===== src/rtl/sdmac_fifo_pack.sv =====
// DMA FIFO between the 8-bit SCSI byte side and the wide memory side.
// Packs bytes into big-endian words (DIR=1) or unpacks words into bytes (DIR=0).
module sdmac_fifo_pack #(
  parameter int unsigned DEPTH = 8,
  parameter int unsigned LANES = 4,
  parameter int unsigned PW    = $clog2(DEPTH),
  parameter int unsigned BW    = $clog2(LANES)
) (
  input  logic               CLK,
  input  logic               RST_FIFO_,
  input  logic               DIR,
  input  logic [8*LANES-1:0] ID,
  input  logic               WORD_WR,
  input  logic               WORD_RD,
  output logic [8*LANES-1:0] OD,
  input  logic [7:0]         SD_IN,
  input  logic               BYTE_WR,
  input  logic               BYTE_RD,
  output logic [7:0]         SD_OUT,
  input  logic               BP_LOAD,
  input  logic [BW-1:0]      BP_VAL,
  input  logic               FLUSH,
  input  logic               ERR_CLR,
  output logic               FIFOFULL,
  output logic               FIFOEMPTY,
  output logic [PW:0]        COUNT,
  output logic [BW-1:0]      BP,
  output logic               BOEQ0,
  output logic               BOEQLAST,
  output logic               PARTIAL,
  output logic               ERR
);
  localparam int unsigned W = 8 * LANES;
  localparam logic [BW-1:0] BpLast  = BW'(LANES - 1);
  localparam logic [PW:0]   CntFull = (PW + 1)'(DEPTH);

  logic [W-1:0]  mem_q [DEPTH];
  logic [PW-1:0] wptr_q, wptr_d, rptr_q, rptr_d;
  logic [PW:0]   count_q, count_d;
  logic [BW-1:0] bp_q, bp_d;
  logic [W-1:0]  asm_q, asm_d, asm_byte, push_data;
  logic          asm_valid_q, asm_valid_d;
  logic          err_q, err_d;
  logic          push_req, pop_req, push_ok, pop_ok, err_set;
  logic          full, empty;

  assign full  = (count_q == CntFull);
  assign empty = (count_q == '0);

  always_comb begin
    bp_d        = bp_q;
    asm_d       = asm_q;
    asm_valid_d = asm_valid_q;
    asm_byte    = asm_q;
    asm_byte[bp_q*8 +: 8] = SD_IN;
    push_req    = 1'b0;
    pop_req     = 1'b0;
    push_data   = ID;
    err_set     = 1'b0;

    // BP_LOAD overrides every byte-side strobe in the same cycle.
    if (BP_LOAD) begin
      bp_d        = BP_VAL;
      asm_d       = '0;
      asm_valid_d = 1'b0;
    end else if (DIR) begin
      if (BYTE_WR) begin
        if (bp_q == '0) begin
          push_req    = 1'b1;
          push_data   = asm_byte;
          bp_d        = BpLast;
          asm_d       = '0;
          asm_valid_d = 1'b0;
        end else begin
          asm_d       = asm_byte;
          bp_d        = bp_q - BW'(1);
          asm_valid_d = 1'b1;
        end
      end else if (FLUSH && asm_valid_q) begin
        push_req    = 1'b1;
        push_data   = asm_q;
        bp_d        = BpLast;
        asm_d       = '0;
        asm_valid_d = 1'b0;
      end
    end else if (BYTE_RD) begin
      if (empty) begin
        err_set = 1'b1;
      end else if (bp_q == '0) begin
        pop_req = 1'b1;
        bp_d    = BpLast;
      end else begin
        bp_d = bp_q - BW'(1);
      end
    end

    if (DIR && WORD_RD)   pop_req  = 1'b1;
    if (!DIR && WORD_WR)  push_req = 1'b1;

    // A pop frees a slot for a same-cycle push when full; no bypass when empty.
    pop_ok  = pop_req && !empty;
    push_ok = push_req && (!full || pop_ok);
    if (pop_req && !pop_ok)   err_set = 1'b1;
    if (push_req && !push_ok) err_set = 1'b1;

    wptr_d  = push_ok ? wptr_q + PW'(1) : wptr_q;
    rptr_d  = pop_ok  ? rptr_q + PW'(1) : rptr_q;
    count_d = count_q;
    if (push_ok && !pop_ok)      count_d = count_q + (PW + 1)'(1);
    else if (!push_ok && pop_ok) count_d = count_q - (PW + 1)'(1);

    if (err_set)      err_d = 1'b1;
    else if (ERR_CLR) err_d = 1'b0;
    else              err_d = err_q;
  end

  always_ff @(posedge CLK or negedge RST_FIFO_) begin
    if (!RST_FIFO_) begin
      for (int i = 0; i < int'(DEPTH); i++) mem_q[i] <= '0;
      wptr_q      <= '0;
      rptr_q      <= '0;
      count_q     <= '0;
      bp_q        <= BpLast;
      asm_q       <= '0;
      asm_valid_q <= 1'b0;
      err_q       <= 1'b0;
    end else begin
      if (push_ok) mem_q[wptr_q] <= push_data;
      wptr_q      <= wptr_d;
      rptr_q      <= rptr_d;
      count_q     <= count_d;
      bp_q        <= bp_d;
      asm_q       <= asm_d;
      asm_valid_q <= asm_valid_d;
      err_q       <= err_d;
    end
  end

  always_comb begin
    OD        = mem_q[rptr_q];
    SD_OUT    = OD[bp_q*8 +: 8];
    FIFOFULL  = full;
    FIFOEMPTY = empty;
    COUNT     = count_q;
    BP        = bp_q;
    BOEQ0     = (bp_q == '0);
    BOEQLAST  = (bp_q == BpLast);
    PARTIAL   = DIR && asm_valid_q;
    ERR       = err_q;
  end
endmodule


===== config.mk =====
export PLATFORM = sky130hd
export DESIGN_NAME = sdmac_fifo_pack
export DESIGN_NICKNAME = d
export VERILOG_FILES = /design/src/rtl/sdmac_fifo_pack.sv
export SDC_FILE = /design/constraint.sdc
export NUM_CORES = 1
export LEC_CHECK = 0
export ABC_CLOCK_PERIOD_IN_PS = 5300
export BUFFER_PORTS_ARGS = -buffer_cell sky130_fd_sc_hd__buf_2
export CAP_MARGIN = 20
export CORE_UTILIZATION = 40
export CTS_BUF_LIST = sky130_fd_sc_hd__clkbuf_4 sky130_fd_sc_hd__clkbuf_8
export CTS_CLUSTER_DIAMETER = 100
export DETAILED_ROUTE_END_ITERATION = 8
export GPL_TIMING_DRIVEN = 0
export PLACE_DENSITY = 0.54
export SYNTH_ARGS = -nofsm -noshare
export SYNTH_HDL_FRONTEND = slang
export SYNTH_SLANG_ARGS = --single-unit

===== constraint.sdc =====
create_clock -name CLK -period 5.3 [get_ports CLK]
set_input_delay 1.06 -clock CLK [delete_from_list [all_inputs] [get_ports CLK]]
set_output_delay 1.06 -clock CLK [all_outputs]
set_load 0.01 [all_outputs]

# Word-level counts from Yosys, hierarchy flattened
# Index checks and enable logic that the tools add are counted.
[word_totals]
reg_bits = 302
in_bits = 52
output_inout_bits = 52
elab_cells = 109
[classes]
bitwise_logic = 2
add_sub_neg = 6
n_lt_le_gt_ge = 3
muxes = 50
n_shift = 3
eq_ne = 4
reduce_logical = 26
[ops]
columns = ["cell", "n"]
rows = [
  ["$mux W32", 13],
  ["$bwmux W256", 1],
  ["$bmux W32 S3", 1],
  ["$demux W32 S3", 1],
  ["$neg A5 Y34", 1],
  ["$shift A8 B34 Y32 const A", 1],
  ["$shiftx A8 B34 Y32", 1],
  ["$bwmux W32", 1],
  ["$shiftx A32 B6 Y8", 1],
  ["$mux W1", 24],
  ["$mux W2", 7],
  ["$logic_and A1 B1 Y1", 11],
  ["$ge A4 B4 Y1 const B", 2],
  ["$mux W4", 2],
  ["$not A3 Y4", 2],
  ["$add A3 B1 Y3 const B", 2],
  ["$reduce_bool A2 Y1", 3],
  ["$reduce_bool A3 Y1", 2],
  ["$logic_not A1 Y1", 5],
  ["$add A4 B1 Y4 const B", 1],
  ["$eq A4 B4 Y1 const B", 1],
  ["$logic_not A4 Y1", 1],
  ["$lt A4 B1 Y1 const B", 1],
  ["$ne A4 B1 Y1 const B", 1],
  ["other kinds (8)", 8],
]

# Depth between registers and ports, before layout
[logic_depth]
word_depth = 14
ltp_mapped = 13
ltp_nobuf = 12

# Least setup slack after synthesis
# Ideal clock, no wire load.
[synth_timing]
kind = "input port to flip-flop"
start = "input BP_LOAD"
end = "register count_q[3], in the netlist COUNT[3]"
setup_slack_ps = 1911
path_buffers = 2
path_stages = 12
t_arrival_ps = 3309
setup_ps = 80
required_ps = 5220
cell_sequence = "buf_6 > nand4bb_1 > and3_4 > buf_6 > nor3_1 > ha_1 > inv_1 > ha_1 > a21o_1 > a21oi_1 > mux2i_1 > xnor2_1"
[synth_between]
elab_chain_len = 8
elab_cells_between_ends = 13
classes_between = "mux: 5; reduce/logical: 8"
[synth_lines]
columns = ["item", "line", "text"]
rows = [
  ["from (decl)", "20", "input logic BP_LOAD,"],
  ["$mux W1", "62", "if (BP_LOAD) begin"],
  ["$mux W1", "97", "if (DIR && WORD_RD) pop_req = 1'b1;"],
  ["$logic_and A1 B1 Y1", "101", "pop_ok = pop_req && !empty;"],
  ["$logic_or A1 B1 Y1", "102", "push_ok = push_req && (!full || pop_ok);"],
  ["$logic_and A1 B1 Y1 (*)", "102", ""],
  ["net push_ok", "44", "logic push_req, pop_req, push_ok, pop_ok, err_set;"],
  ["$logic_not A1 Y1", "110", "else if (!push_ok && pop_ok) count_d = count_q - (PW + 1)'(1);"],
  ["$logic_and A1 B1 Y1", "110", ""],
  ["$reduce_bool A2 Y1 (no source line)", "-", ""],
  ["to (signal assigned)", "131", "count_q <= count_d;"],
  ["to (decl)", "39", "logic [PW:0] count_q, count_d;"],
]
# The timed path passes the listed nets; every way through them passes the cells marked *.
# A chain may end at the register's enable or synchronous reset.

# Final worst setup path
[layout_timing]
start = "register rptr_q[2]"
end = "output SD_OUT[4]"
[layout_between]
elab_chain_len = 5
[layout_lines]
columns = ["item", "line", "text"]
rows = [
  ["from (decl)", "38", "logic [PW-1:0] wptr_q, wptr_d, rptr_q, rptr_d;"],
  ["from (signal assigned)", "130", "rptr_q <= rptr_d;"],
  ["$not A3 Y4 (implied by the code)", "140", "OD = mem_q[rptr_q];"],
  ["$bmux W32 S3", "140", ""],
  ["$mux W32 (implied by the code) (2 in a row)", "140", ""],
  ["$shiftx A32 B6 Y8", "141", "SD_OUT = OD[bp_q*8 +: 8];"],
  ["to (decl)", "19", "output logic [7:0] SD_OUT,"],
]
# Every way passes these cells. The select of a mux whose other input is x is not followed.

==> impl_results.md <==
- Avg Vias per Cell: 5.51
- Setup tns final: 0 ns
- Total power: 10.2 mW
- Post-synth EDFFs: 0
- Reg-to-Reg End: COUNT[3]
- Clock sinks: 302
- Unrepaired setup endpoints after global routing: no
- Synthesis Warnings: 0
- Vias: 8772
- Initial drt markers: 527
- Io pins: 104
- Hold_buf cts: 0
- Met2 WL: 18400 um
- Util after Layout: 0.472
- Pwr Density: 610 nW/um2
- Area Growth Syn to Fin: 16.4%
- First-pass detailed-route iteration total: 9
- Largest net degree at the start of global routing: 112
- Die Ht: 191 um
- Status: finished with violations
- CP Cell Sequence: clkbuf_1 -> clkbuf_1 -> mux4_2 -> mux2_2 -> o22ai_1 -> nor2_1 -> buf_2
- Top cell type's share of synthesized area: 0.523
- Worst-Margin Slew: 1.05 ns
- Crit-path max FO: 10
- Fin Hold WS: 0.480 ns
- Yosys reg bits: 302
- Root Buffer: clkbuf_8
- Placed cell count: 1495
- CP required: 4.24 ns
- Failing checks: design-rule violations
- Final #Nets: 1154
- Mapped Cells: 930
- Fillers: 3234
- Post-synthesis sequential area ratio: 0.527
- H-tree depth: 2
- Crit-path max cell delay: 0.72 ns
- Cells on worst reg2reg path: 13
- Post-Route M1 WL: 17500 um
- Startpoint types: flop
- Worst EP arrival: 3.46 ns
- Clock skew: 0.0293 ns
- CTS tree: yes
- CORE AREA: 35400 um2
- Top Metal Used: met4
- Detailed Place HPWL: 26800 um
- Ys async rst share: 1.00
- Vias in the first global route: 9126
- Synth cell types: 45
- Final period utilization: 0.852
- Clock latency on the worst-skew pair: 0.63 ns
- Max-cap viol count: 0
- Initial antenna violation count: 0
- Setup violators final: 0
- Top cell by count, worst path: clkbuf_1
- Relative slew margins: 0.299
- Post-Syn Area per Cell: 15.4 um2
- CTS Buffer Depth: 3
- Setup bufs post-CTS: 0
- Share of layout cells above drive strength 1: 0.538
- Predominant post-synthesis flop cell: dfrtp_1
- Die footprint: 36600 um2
- Ranking of synthesized cells by area: dfrtp_1 (52%), mux2_2 (23%), mux4_2 (10%)
- Reg-to-Reg Start: BP[0]
- CP endpoint kind: output port
- Die Span X: 191 um
- Post-Layout Cell Count: 1593
- Post-CTS sizing: 0
- Routed WL per cell: 25.0 um
- Reg-to-reg slack, setup: 1.59 ns
- Worst-path clk slew: 0.06 ns
- Synth Net Count: 994
- Max VDD drop: 0.363 mV
- Area leader, netlist: dfrtp_1
- First-pass GRT wire length: 59900 um
- CP max stage cell: clkbuf_1
- Final Hold Fails: 0
- Fmax: 221 MHz
- Hold crit path type: in2async
- Gr ovfl total: 0
- Met3 wire len: 2580 um
- Drc violations: 2
- I/O Buffers: 102
- Post-layout min period: 4.52 ns
- Most instantiated cells after synthesis: dfrtp_1 (300), mux2_2 (293), mux4_2 (64)
- Final ANT Viol Nets: 0
- Final wirelength: 39800 um
- Cell Rows: 69
- Antenna cells: 0
- Total GRT Usage: 0.228
- Starting Density: 0.405
- CTS Buf Count: 54
- Final Slew Violations: 0
- GPL Wtd Cong: 0.795
- Kind of critical path: reg2out
- Count leader, synth: dfrtp_1
- Mapped cell area: 14400 um2
- Leak: 7.49 nW
## placed cells by master (no fill, tap or decap), types with 19 or more instances in the layout
cell type	n
a22o_1	22
buf_2	113
buf_6	23
clkbuf_8	67
dfrtp_1	300
inv_1	23
mux2_1	22
mux2_2	293
mux4_2	64
nor2_1	19
## registers in the layout, indices dropped and copies added (netlist names)
register / flops
rptr_q: 3
asm_q: 32
COUNT: 4
BP: 2
mem_q: 256
asm_valid_q: 1
wptr_q: 3
ERR: 1
## area by class of cell
| type | instances | area, um2 | area share |
|---|---|---|---|
| Sequential cell | 302 | 7560 | 0.452 |
| Multi-Input combinational cell | 549 | 6300 | 0.377 |
| Tap cell | 461 | 577 | 0.0345 |
| Timing Repair Buffer | 104 | 576 | 0.0344 |
| Clock inverter | 16 | 170 | 0.0102 |
| Clock buffer | 82 | 1030 | 0.0619 |
| Buffer | 56 | 402 | 0.0240 |
| Inverter | 23 | 86.3 | 0.00517 |
## kinds of logic after synthesis
logic type,after synthesis,synth area share
muxes,383,0.350
DFF,302,0.527
buffers and inverters,79,0.0340
and+or+nand+nor,76,0.0382
AOI/OAI and AO/OA,71,0.0354
adders and majority gates,12,0.0110
xor gates and xnor gates,7,0.00427
## worst max path at each step
stage | from | end | slack, ns
final | rptr_q[2] | SD_OUT[4] | 0.78
after floorplan | BP_LOAD | COUNT[3] | 1.91
after global routing | rptr_q[2] | SD_OUT[3] | 0.63
after CTS | rptr_q[2] | SD_OUT[1] | 0.73
after detailed placement | rptr_q[2] | SD_OUT[1] | 1.40
after global placement | RST_FIFO_ | mem_q[38] | -2.84
## routing by layer
metal,vias up,global-route usage
li1,3811,-
met1,4639,0.313
met2,248,0.350
met3,74,0.0534
met4,0,0.0846
met5,-,0
## critical path: cells and delay by family, from the launching register on
family                 cells  cell delay [ns]
buffers and inverters      3             1.44
multiplexers               2             0.76
flip-flops                 1             0.34
AO/OA/AOI/OAI              1             0.18
AND/OR/NAND/NOR            1             0.12
## where the power goes
part	internal [mW]	switching, mW
combinational	2.09	2.01
sequential	3.23	0.461
clock	1.39	1.00
total	6.71	3.47
## per-stage QoR
stage          area [um2]  worst slack, ns
6_report            16700            0.784
4_1_cts             16700            0.725
3_3_place_gp        15400            -2.84
5_1_grt             16700            0.632
3_5_place_dp        15500             1.40
2_1_floorplan       14400             1.91
Power figures use the tool's default switching activity.
